`src/rtl/instr_fetch_unit.sv`:
```
// instr_fetch_unit: fetch stage between program_counter and decode.
// Issues word reads for the current pc, tags each request with its pc, and
// buffers returned {pc, instr} pairs in a small FIFO. Responses for requests
// that were in flight when a redirect (flush) happened are counted and dropped.
// Optional build macro: IFU_MISALIGN_CHECK_EN -- a pc with pc[1:0]!=0 is not
// sent to memory; a NOP entry flagged misaligned is buffered in its place.
module instr_fetch_unit #(
    parameter int FIFO_DEPTH      = 2,
    parameter int MAX_OUTSTANDING = 2
) (
    input  logic        clk,
    input  logic        rst_n,
    input  logic [31:0] pc,
    output logic        pc_en,
    input  logic        flush,
    output logic        imem_req_valid,
    input  logic        imem_req_ready,
    output logic [31:0] imem_req_addr,
    input  logic        imem_resp_valid,
    input  logic [31:0] imem_resp_data,
    output logic        if_valid,
    input  logic        if_ready,
    output logic [31:0] if_pc,
    output logic [31:0] if_instr,
    output logic        if_misaligned
);
    localparam int CW = $clog2(MAX_OUTSTANDING + 1);
    localparam int FW = $clog2(FIFO_DEPTH + 1);
    localparam int PW = $clog2(FIFO_DEPTH);
    localparam int TW = (MAX_OUTSTANDING > 1) ? $clog2(MAX_OUTSTANDING) : 1;
    localparam int OW = CW + FW + 1;

    logic [CW-1:0] outstanding;
    logic [CW-1:0] discard;
    logic [FW-1:0] fifo_cnt;
    logic [PW-1:0] wr_ptr;
    logic [PW-1:0] rd_ptr;
    logic [31:0]   fifo_pc    [FIFO_DEPTH];
    logic [31:0]   fifo_instr [FIFO_DEPTH];
    logic [31:0]   tag_mem    [MAX_OUTSTANDING];
    logic [TW-1:0] tag_wr;
    logic [TW-1:0] tag_rd;
    logic [OW-1:0] occupancy;
    logic          can_issue;
    logic          fire;
    logic          take;
    logic          pop;
    logic          resp_keep;
    logic          fifo_push;
    logic [31:0]   push_pc;
    logic [31:0]   push_instr;
`ifdef IFU_MISALIGN_CHECK_EN
    logic          fifo_mis   [FIFO_DEPTH];
    logic          mis_pend;
    logic          mis_take;
    logic          push_mis;
    logic [31:0]   mis_pc;
`endif

    function automatic logic [TW-1:0] tag_inc(input logic [TW-1:0] p);
        return (p == TW'(MAX_OUTSTANDING - 1)) ? '0 : p + TW'(1);
    endfunction

    assign imem_req_addr = pc;
    assign if_valid      = (fifo_cnt != '0);
    assign if_pc         = fifo_pc[rd_ptr];
    assign if_instr      = fifo_instr[rd_ptr];

    // Issue credit: every live in-flight request already owns a FIFO slot.
    always_comb begin
        occupancy = OW'(outstanding) - OW'(discard) + OW'(fifo_cnt);
`ifdef IFU_MISALIGN_CHECK_EN
        occupancy = occupancy + OW'(mis_pend);
`endif
        can_issue = rst_n && !flush
                    && (outstanding < CW'(MAX_OUTSTANDING))
                    && (occupancy < OW'(FIFO_DEPTH));
`ifdef IFU_MISALIGN_CHECK_EN
        // A synthesized NOP waits until all live requests have returned so
        // that program order in the FIFO is preserved.
        can_issue      = can_issue && !mis_pend;
        mis_take       = can_issue && (pc[1:0] != 2'b00) && (outstanding == discard);
        imem_req_valid = can_issue && (pc[1:0] == 2'b00);
        fire           = imem_req_valid && imem_req_ready;
        take           = fire || mis_take;
`else
        imem_req_valid = can_issue;
        fire           = imem_req_valid && imem_req_ready;
        take           = fire;
`endif
        pc_en = take || (rst_n && flush);
    end

    // FIFO write source: a kept memory response or a pending misaligned NOP.
    always_comb begin
        resp_keep  = imem_resp_valid && !flush && (discard == '0);
        pop        = if_valid && if_ready;
        fifo_push  = resp_keep;
        push_pc    = tag_mem[tag_rd];
        push_instr = imem_resp_data;
`ifdef IFU_MISALIGN_CHECK_EN
        push_mis   = 1'b0;
        if (mis_pend && !flush) begin
            fifo_push  = 1'b1;
            push_pc    = mis_pc;
            push_instr = 32'h0000_0013;
            push_mis   = 1'b1;
        end
`endif
    end

    // In-flight count and the number of stale responses still to drop.
    always_ff @(posedge clk or negedge rst_n) begin
        if (!rst_n) begin
            outstanding <= '0;
            discard     <= '0;
        end else begin
            if (fire && !imem_resp_valid)
                outstanding <= outstanding + CW'(1);
            else if (!fire && imem_resp_valid)
                outstanding <= outstanding - CW'(1);
            if (flush)
                discard <= outstanding - CW'(imem_resp_valid);
            else if (imem_resp_valid && (discard != '0))
                discard <= discard - CW'(1);
        end
    end

    // pc-tag queue pointers; responses come back in request order.
    always_ff @(posedge clk or negedge rst_n) begin
        if (!rst_n) begin
            tag_wr <= '0;
            tag_rd <= '0;
        end else begin
            if (fire)            tag_wr <= tag_inc(tag_wr);
            if (imem_resp_valid) tag_rd <= tag_inc(tag_rd);
        end
    end

    // pc-tag storage.
    always_ff @(posedge clk) begin
        if (fire) tag_mem[tag_wr] <= pc;
    end

    // Output FIFO pointers and occupancy; flush empties it.
    always_ff @(posedge clk or negedge rst_n) begin
        if (!rst_n) begin
            wr_ptr   <= '0;
            rd_ptr   <= '0;
            fifo_cnt <= '0;
        end else if (flush) begin
            wr_ptr   <= '0;
            rd_ptr   <= '0;
            fifo_cnt <= '0;
        end else begin
            if (fifo_push) wr_ptr <= wr_ptr + PW'(1);
            if (pop)       rd_ptr <= rd_ptr + PW'(1);
            fifo_cnt <= fifo_cnt + FW'(fifo_push) - FW'(pop);
        end
    end

    // Output FIFO storage, cleared on reset so head outputs read zero.
    always_ff @(posedge clk or negedge rst_n) begin
        if (!rst_n) begin
            for (int i = 0; i < FIFO_DEPTH; i++) begin
                fifo_pc[i]    <= '0;
                fifo_instr[i] <= '0;
`ifdef IFU_MISALIGN_CHECK_EN
                fifo_mis[i]   <= 1'b0;
`endif
            end
        end else if (fifo_push) begin
            fifo_pc[wr_ptr]    <= push_pc;
            fifo_instr[wr_ptr] <= push_instr;
`ifdef IFU_MISALIGN_CHECK_EN
            fifo_mis[wr_ptr]   <= push_mis;
`endif
        end
    end

`ifdef IFU_MISALIGN_CHECK_EN
    // One-cycle hold of a misaligned pc before its NOP entry is buffered.
    always_ff @(posedge clk or negedge rst_n) begin
        if (!rst_n) begin
            mis_pend <= 1'b0;
            mis_pc   <= '0;
        end else begin
            mis_pend <= mis_take;
            if (mis_take) mis_pc <= pc;
        end
    end

    assign if_misaligned = fifo_mis[rd_ptr];
`else
    assign if_misaligned = 1'b0;
`endif

    // A write into a full buffer, or a response with nothing in flight,
    // means the credit accounting is broken.
    assert property (@(posedge clk) disable iff (!rst_n)
        (fifo_push && !pop) |-> (fifo_cnt < FW'(FIFO_DEPTH)));
    assert property (@(posedge clk) disable iff (!rst_n)
        imem_resp_valid |-> (outstanding != '0));

endmodule
```
`config.mk`:
```
export PLATFORM = sky130hd
export DESIGN_NAME = instr_fetch_unit
export DESIGN_NICKNAME = d
export VERILOG_FILES = /design/src/rtl/instr_fetch_unit.sv
export SDC_FILE = /design/constraint.sdc
export NUM_CORES = 1
export LEC_CHECK = 0
export BUFFER_PORTS_ARGS = -buffer_cell sky130_fd_sc_hd__buf_2
export CORE_ASPECT_RATIO = 1.1
export CORE_MARGIN = 4
export CORE_UTILIZATION = 30
export DETAILED_ROUTE_END_ITERATION = 10
export PLACE_DENSITY_LB_ADDON = 0.08
export SYNTH_ARGS = -nofsm -noshare
export SYNTH_HDL_FRONTEND = slang
export SYNTH_SLANG_ARGS = --single-unit
```
`constraint.sdc`:
```
create_clock -name clk -period 4.4 [get_ports clk]
set_input_delay 0.88 -clock clk [delete_from_list [all_inputs] [get_ports clk]]
set_output_delay 0.88 -clock clk [all_outputs]
set_load 0.01 [all_outputs]
```
==> results of run 1 <==
[report_power, final]
part	switching [mW]	internal, mW	leakage (nW)	total (mW)
logic	0.981	1.14	1.89	2.12
clock network	0.731	1.06	0.351	1.79
registers	0.430	2.52	2.30	2.95
[kinds of logic (layout without fill, tap and decap cells)]
family                   after synthesis  after routing  synth area share [%]
flip-flops                           202            202                 62.49
multiplexers                         163            163                 20.84
AND/OR/NAND/NOR                       83             83                 4.160
buffers and inverters                 76            227                 5.731
AO/OA/AOI/OAI                         67             67                 4.029
XOR/XNOR                              12             12                 1.222
adder cells (fa/ha/maj)                9              9                 1.484
other                                  1              1               0.04359
[critical path: cells and delay by family, from the launching register on]
kind	cells	cell delay [ps]
DFF	1	390
and+or+nand+nor	2	390
adders and majority gates	3	1210
AOI/OAI and AO/OA	1	310
buffers and inverters	2	220
[sequential cells by signal, indices dropped and copies added, names as in the netlist]
signal	cells
fifo_instr	64
fifo_cnt	2
outstanding	2
tag_rd	1
rd_ptr	1
tag_wr	1
discard	2
tag_mem	64
wr_ptr	1
fifo_pc	64
[per-stage QoR]
step	total power, mW	setup slack (ps)	instances	util [%]	area [um^2]
6_report	6.864	502.6	1127	36.50	10230
5_1_grt	7.377	331.8	1127	36.50	10230
4_1_cts	7.026	457.4	1127	36.50	10230
3_5_place_dp	5.168	1011	1085	33.97	9522
3_3_place_gp	5.077	1064	1085	33.97	9522
2_1_floorplan	4.364	544.7	613	-	8602
[cell type report]
cell class | instances | area, um^2 | area share, %
flip-flops and latches | 202 | 5380 | 52.59
clock buffers | 33 | 633.1 | 6.188
well taps | 363 | 454.2 | 4.439
inverters | 9 | 33.78 | 0.3302
clock inverters | 9 | 76.32 | 0.7460
multi-input cells | 335 | 2746 | 26.84
repair buffers | 176 | 907.1 | 8.866
[layout by cell type, fill, tap and decap left out, types with 9 or more instances in the layout]
master                      instances
sky130_fd_sc_hd__edfxtp_1          64
sky130_fd_sc_hd__clkbuf_16         23
sky130_fd_sc_hd__mux2i_1           34
sky130_fd_sc_hd__inv_1              9
sky130_fd_sc_hd__o21ai_0           32
sky130_fd_sc_hd__nor2_1            36
sky130_fd_sc_hd__dfrtp_1          136
sky130_fd_sc_hd__mux2_2           126
sky130_fd_sc_hd__nand2_1           35
sky130_fd_sc_hd__buf_2            167
sky130_fd_sc_hd__a21oi_1           32
[metal layers]
metal	vias to the layer above	track usage, %	wire length (um)
li1	2391	-	-
met1	2512	15.22	8184
met2	138	20.78	9357
met3	25	2.421	1057
met4	0	3.156	340
met5	-	0	0
[path summary, 6_finish.rpt]
kind	from	to	slack (ps)	depth (start not counted)
max	outstanding[0]	pc_en	500	8
min	fifo_pc[26]	fifo_pc[26]	470	2
max reg2reg	outstanding[0]	tag_mem[1][7]	1150	7
min reg2reg	fifo_pc[26]	fifo_pc[26]	470	2
max in group asynchronous	rst_n	fifo_pc[26]	2260	3
min in group asynchronous	rst_n	fifo_instr[24]	620	2
==> results.rst, run 1 <==
.. list-table::
   :header-rows: 1

   * - Metric
     - Value
   * - Critical path's largest stage delay
     - 510 ps
   * - Core Box Area
     - 28030 um^2
   * - Count of boundary I/O pins
     - 170
   * - CTS Root Cell
     - sky130_fd_sc_hd__clkbuf_16
   * - Mapped Avg Cell Area
     - 14.03 um^2
   * - Maximum fanout encountered on the critical timing path
     - 4
   * - Count of nets after finishing
     - 826
   * - Tightest slew margin relative to the limit
     - 30.16%
   * - Commonest cells in the synthesized netlist
     - sky130_fd_sc_hd__dfrtp_1 (138), sky130_fd_sc_hd__mux2_2 (126), sky130_fd_sc_hd__edfxtp_1 (64)
   * - Max-cap viol count
     - 0
   * - Setup total negative slack
     - 0 ps
   * - Starting utilization of the core area
     - 30.69%
   * - Number of distinct library cells after synthesis
     - 31
   * - Number of synthesized register bits
     - 202
   * - Power density over cell area
     - 670.9 nW/um^2
   * - Post-cts sizing count
     - 0
   * - Hpwl dp
     - 12170 um
   * - Number of setup violations in the final report
     - 0
   * - Leakage power figure
     - 4.541 nW
   * - Area of the die
     - 31450 um^2
   * - Vias per cell
     - 4.495
   * - Final hold violations
     - 0
   * - WP data arrival
     - 3020 ps
   * - CTS hold repair buffers
     - 0
   * - Top-count cell post-synth
     - sky130_fd_sc_hd__dfrtp_1
   * - Cells after synthesis
     - 613
   * - Most frequent cell on the critical path
     - sky130_fd_sc_hd__fa_1
   * - Via count of the first global-routing pass
     - 5446
   * - Result of the run
     - completed
   * - Proportion of layout cells with a drive suffix above 1
     - 44.76%
   * - CTS sink cnt
     - 202
   * - N_diodes
     - 0
   * - Slowest stage cell on the critical path
     - sky130_fd_sc_hd__fa_1
   * - Clock network latency to the later pin of the worst-skew pair
     - 500 ps
   * - Critical path data required time
     - 3520 ps
   * - Type of the tightest min-delay check
     - reg -> reg
   * - Period utilization
     - 88.58%
   * - Number of rows in the core area
     - 64
   * - Total nets after synthesis
     - 692
   * - Final period demand of the worst path
     - 3897 ps
   * - Share of synthesized registers carrying an async set or reset
     - 68.32%
   * - Global-route wire length before repair
     - 29740 um
   * - Most common flop cell mapped by yosys
     - sky130_fd_sc_hd__dfrtp_1
   * - Share of the synthesized area in the top cell type
     - 40.15%
   * - Iteration count of the initial detailed-routing pass
     - 4
   * - Unrepaired setup endpoints after global routing
     - false
   * - Max Freq
     - 0.2566 GHz
   * - Total number of yosys warnings
     - 0
   * - Wirelength per Cell
     - 16.81 um
   * - Worst hold-check slack
     - 474.6 ps
   * - Area growth from synthesis to layout
     - 18.94%
   * - Critical path class
     - reg -> out
   * - Total Wirelength
     - 18940 um
   * - Sequential fraction of the synthesis area
     - 62.49%
   * - Clk_skew
     - 10.13 ps
   * - Critical-path cell list
     - inv_1 > ha_1 > fa_1 > fa_1 > and4bb_2 > o2111ai_1 > nand2_1 > buf_2
   * - Residual DRC
     - 0
   * - RD Place Congestion
     - 0.7064
   * - Maximum buffer depth of the clock tree
     - 3
   * - Max rail drop VDD
     - 252.0 uV
   * - Residual overflow from global routing
     - 0
   * - Post-CTS setup buffers
     - 0
   * - Filler instances
     - 2757
   * - Number of enable-type register cells in the synthesized netlist
     - 64
   * - Number of DRC markers after the initial detailed-route iteration
     - 170
   * - Width of the chip
     - 169.5 um
   * - Crit path capture type
     - output pin
   * - Worst-path clk slew
     - 60 ps
   * - Type of origin of the critical path
     - flop
   * - H-tree levels
     - 1
   * - Most area-consuming cells after synthesis
     - sky130_fd_sc_hd__dfrtp_1 (40%), sky130_fd_sc_hd__edfxtp_1 (22%), sky130_fd_sc_hd__mux2_2 (16%)
   * - Vert. Die Dim
     - 185.6 um
   * - Number of antenna violations at the first check in global routing
     - 0
   * - Final max-slew violation count
     - 0
   * - Transition time at the pin with the least slew margin
     - 1048 ps
   * - Library cell occupying the most area in the post-synthesis netlist
     - sky130_fd_sc_hd__dfrtp_1
   * - Maximum number of pins on one net before global-route repair
     - 79
   * - Vias
     - 5066
   * - Remaining antenna violation count
     - 0
   * - CTS tree
     - yes
   * - Number of buffers added by the clock tree synthesis step
     - 23
   * - Count of port buffers added during placement
     - 168
   * - Global Route Usage Sum
     - 11.93%
   * - Syn Std Cell Area
     - 8602 um^2
Note: power is estimated with default switching activity, not from simulation.
==> inputs of run 2 (changes only) <==
ABC_AREA = 1   (was not set)
MAX_ROUTING_LAYER = met4   (was not set)
==> run 2 against run 1 <==
  * Synthesized cell count rose by 59%
  * Clock skew up 2.2 ps
  * Utilization down 0.65 points
  * Combinational power decreased by 6%
  * Sequential power is 5% lower
  * Maximum frequency rose by 2.5%
  * Final area increased by 3.6%
  * Global-route usage rose by 1.1 points
  * Worst hold slack worse by 180 ps
  * Routed wire length rose by 8.9%
  * Setup slack improved by 95 ps
  * Via count is 24% higher
  * Critical endpoint unchanged
  * Largest power group unchanged
==> results.rst, run 2 <==
.. list-table::
   :header-rows: 1

   * - Metric
     - Value
   * - M3 GR Usage
     - 2.365% (-0.057 points)
   * - Filler instances
     - 3087 (+12%)
   * - Grt met1 use
     - 17.20% (+2.0 points)
   * - Number of DRC markers after the initial detailed-route iteration
     - 343 (+100%)
   * - Vias per cell
     - 4.216 (-6.2%)
   * - Share of synthesized registers carrying an async set or reset
     - 68.32% (unchanged)
   * - Final period demand of the worst path
     - 3803 ps (-94.57 ps)
   * - Count of port buffers added during placement
     - 168 (unchanged)
   * - Most common cell after layout, fill and taps aside
     - sky130_fd_sc_hd__nand2_1
   * - Residual overflow from global routing
     - 0 (unchanged)
   * - Path depth of the worst reg2reg path
     - 11 (+4)
   * - Starting utilization of the core area
     - 30.44% (-0.25 points)
   * - Combinational share of power
     - 29.7% (-1.2 points)
   * - Final non-filler cell total
     - 1488 (+32%)
   * - Critical path class
     - reg -> out
   * - Most common flop cell mapped by yosys
     - sky130_fd_sc_hd__dfrtp_1
   * - CTS tree
     - yes
   * - Layer with the highest usage after global routing
     - met2
   * - Switching fraction of total power
     - 34.91% (+3.7 points)
   * - Sequential fraction of design power
     - 41.7% (-1.3 points)
   * - Core Box Area
     - 29560 um^2 (+5.5%)
   * - Commonest cells in the synthesized netlist
     - sky130_fd_sc_hd__nand2_1 (369), sky130_fd_sc_hd__dfrtp_1 (138), sky130_fd_sc_hd__inv_1 (114)
   * - Post-CTS setup buffers
     - 0 (unchanged)
   * - Vias
     - 6274 (+24%)
   * - CTS hold repair buffers
     - 0 (unchanged)
   * - Final hold violations
     - 0 (unchanged)
   * - Vert. Die Dim
     - 189.7 um (+2.2%)
   * - Total number of yosys warnings
     - 0 (unchanged)
   * - Count of boundary I/O pins
     - 170 (unchanged)
   * - Critical register-to-register path startpoint
     - outstanding[0]
   * - Register-to-register path setup slack
     - 1280 ps (+130 ps)
   * - Setup total negative slack
     - 0 ps (unchanged)
   * - Post-cts sizing count
     - 0 (unchanged)
   * - Global Route Usage Sum
     - 13.02% (+1.1 points)
   * - Share of total power in the clock network
     - 28.5% (+2.4 points)
   * - Syn Std Cell Area
     - 9000 um^2 (+4.6%)
   * - Global-route track usage on met2
     - 21.30% (+0.52 points)
   * - Width of the chip
     - 173.1 um (+2.2%)
   * - Terminus of the critical flop-to-flop path
     - tag_mem[1][14]
   * - Clk_skew
     - 12.31 ps (+2.179 ps)
   * - Top-count cell post-synth
     - sky130_fd_sc_hd__nand2_1
   * - Highest-count cells in the layout ignoring fill and taps
     - sky130_fd_sc_hd__nand2_1 (369), sky130_fd_sc_hd__buf_2 (167), sky130_fd_sc_hd__dfrtp_1 (136)
   * - Number of enable-type register cells in the synthesized netlist
     - 64 (unchanged)
   * - Period utilization
     - 86.43% (-2.1 points)
   * - Max rail drop VDD
     - 299.1 uV (+19%)
   * - Number of distinct library cells after synthesis
     - 29 (-6.5%)
   * - Maximum number of pins on one net before global-route repair
     - 69 (-13%)
   * - Number of setup violations in the final report
     - 0 (unchanged)
   * - Tightest slew margin relative to the limit
     - 32.89% (+2.7 points)
   * - H-tree levels
     - 1 (unchanged)
   * - Total nets after synthesis
     - 1051 (+52%)
   * - Mapped Avg Cell Area
     - 9.259 um^2 (-34%)
   * - Power density over cell area
     - 632.2 nW/um^2 (-5.8%)
   * - Final max-slew violation count
     - 0 (unchanged)
   * - Cells after synthesis
     - 972 (+59%)
   * - Total Wirelength
     - 20630 um (+8.9%)
   * - Type of origin of the critical path
     - flop
   * - Leakage power figure
     - 5.297 nW (+17%)
   * - Residual DRC
     - 0 (unchanged)
   * - Hpwl dp
     - 12870 um (+5.8%)
   * - CTS Root Cell
     - sky130_fd_sc_hd__clkbuf_16
   * - Critical path data required time
     - 3520 ps (about the same)
   * - Number of rows in the core area
     - 66 (+3.1%)
   * - Most area-consuming cells after synthesis
     - sky130_fd_sc_hd__dfrtp_1 (38%), sky130_fd_sc_hd__edfxtp_1 (21%), sky130_fd_sc_hd__nand2_1 (15%)
   * - Max Freq
     - 0.2630 GHz (+2.5%)
   * - Via count of the first global-routing pass
     - 6334 (+16%)
   * - Internal power
     - 4.361 mW (-7.6%)
   * - Worst-path clk slew
     - 60 ps (about the same)
   * - Transition time at the pin with the least slew margin
     - 1007 ps (-40.98 ps)
   * - Maximum fanout encountered on the critical timing path
     - 4 (unchanged)
   * - Library cell occupying the most area in the post-synthesis netlist
     - sky130_fd_sc_hd__dfrtp_1
   * - Area growth from synthesis to layout
     - 17.78%
   * - Result of the run
     - completed
   * - Number of antenna violations at the first check in global routing
     - 0 (unchanged)
   * - RD Place Congestion
     - 0.7223 (+2.3%)
   * - CTS sink cnt
     - 202 (unchanged)
   * - Unrepaired setup endpoints after global routing
     - false
   * - Clock network latency to the later pin of the worst-skew pair
     - 520 ps (+20 ps)
   * - Area of the die
     - 32840 um^2 (+4.4%)
   * - Number of buffers added by the clock tree synthesis step
     - 25 (+8.7%)
   * - Max-cap viol count
     - 0 (unchanged)
   * - Share of the synthesized area in the top cell type
     - 38.37% (-1.8 points)
   * - Sequential fraction of the synthesis area
     - 59.72% (-2.8 points)
   * - Proportion of layout cells with a drive suffix above 1
     - 21.99% (-23 points)
   * - Count of nets after finishing
     - 1175 (+42%)
   * - N_diodes
     - 0 (unchanged)
   * - Placed cell count
     - 1443 (+33%)
   * - Number of synthesized register bits
     - 202 (unchanged)
   * - Switching power
     - 2.339 mW (+9.2%)
   * - Global-route wire length before repair
     - 33870 um (+14%)
   * - Iteration count of the initial detailed-routing pass
     - 5 (+1)
   * - Type of the tightest min-delay check
     - in -> async
   * - Regs by FF count
     - fifo_instr: 64 flops, fifo_pc: 64 flops, tag_mem: 64 flops
   * - Crit path capture type
     - output pin
   * - Wirelength per Cell
     - 13.86 um (-17%)
   * - Maximum buffer depth of the clock tree
     - 3 (unchanged)
   * - WP data arrival
     - 2920 ps (-100 ps)
   * - Remaining antenna violation count
     - 0 (unchanged)
## run 2: area by class of cell
type / instances / area [um^2] / share of cell area [%]
repair buffers: 178 / 922.1 / 8.699
clock buffers: 41 / 735.7 / 6.940
inverters: 118 / 444.2 / 4.190
well taps: 374 / 467.9 / 4.415
flip-flops and latches: 202 / 5380 / 50.76
multi-input cells: 571 / 2613 / 24.65
clock inverters: 4 / 37.54 / 0.3541
## run 2: routing by layer
metal	share of wire, %	up-vias
li1	-	3260
met1	48	2834
met2	46	150
met3	4.5	30
met4	2.1	0
met5	0	-
## run 2: worst max-delay path by stage
stage / from / to / slack [ps] / depth (start not counted)
floorplan: outstanding[0] / tag_mem[1][0] / 610 / 10
global placement: outstanding[0] / pc_en / 1130 / 11
detailed placement: outstanding[0] / pc_en / 1100 / 11
CTS: outstanding[0] / pc_en / 530 / 11
global route: outstanding[0] / pc_en / 350 / 11
finish: outstanding[0] / pc_en / 600 / 11
## run 2: cells by family after synthesis
kind of cell	count (synthesis)	share of synthesized area [%]
fa+ha+maj	9	1.418
simple gates	386	16.43
buf+inv	199	11.41
xor+xnor	6	0.5839
other cells	1	0.04167
flops	202	59.72
compound gates	169	10.39
## run 2: power by group through the flow
stage | registers (mW) | clock network [mW] | logic, mW
floorplan | 2.64 | 0 | 1.47
global placement | 2.83 | 0 | 2.04
detailed placement | 2.84 | 0 | 2.05
CTS | 2.81 | 1.99 | 2.06
global route | 2.88 | 2.06 | 2.30
finish | 2.80 | 1.91 | 1.99
## run 2: per-stage QoR
step / cell area, um^2 / utilization, % / setup slack (ps) / power (mW) / hold slack, ps
after floorplan: 9000 / - / 609.7 / 4.113 / 441.9
after global placement: 9827 / 33.24 / 1126 / 4.878 / 463.0
after detailed placement: 9827 / 33.24 / 1103 / 4.898 / 465.6
after CTS: 10600 / 35.86 / 527.9 / 6.863 / 294.1
after global routing: 10600 / 35.86 / 349.9 / 7.241 / 313.7
final: 10600 / 35.86 / 597.2 / 6.701 / 291.1
## run 2: critical path: stages (launching register included)
cell and delay, ps:
sky130_fd_sc_hd__dfrtp_1 350, sky130_fd_sc_hd__inv_1 80, sky130_fd_sc_hd__ha_1 210, sky130_fd_sc_hd__fa_1 490
sky130_fd_sc_hd__fa_1 520, sky130_fd_sc_hd__nand2_1 50, sky130_fd_sc_hd__inv_1 70, sky130_fd_sc_hd__nand2_1 50
sky130_fd_sc_hd__nor2_1 150, sky130_fd_sc_hd__nand3_1 200, sky130_fd_sc_hd__nand2_1 100, sky130_fd_sc_hd__buf_2 130
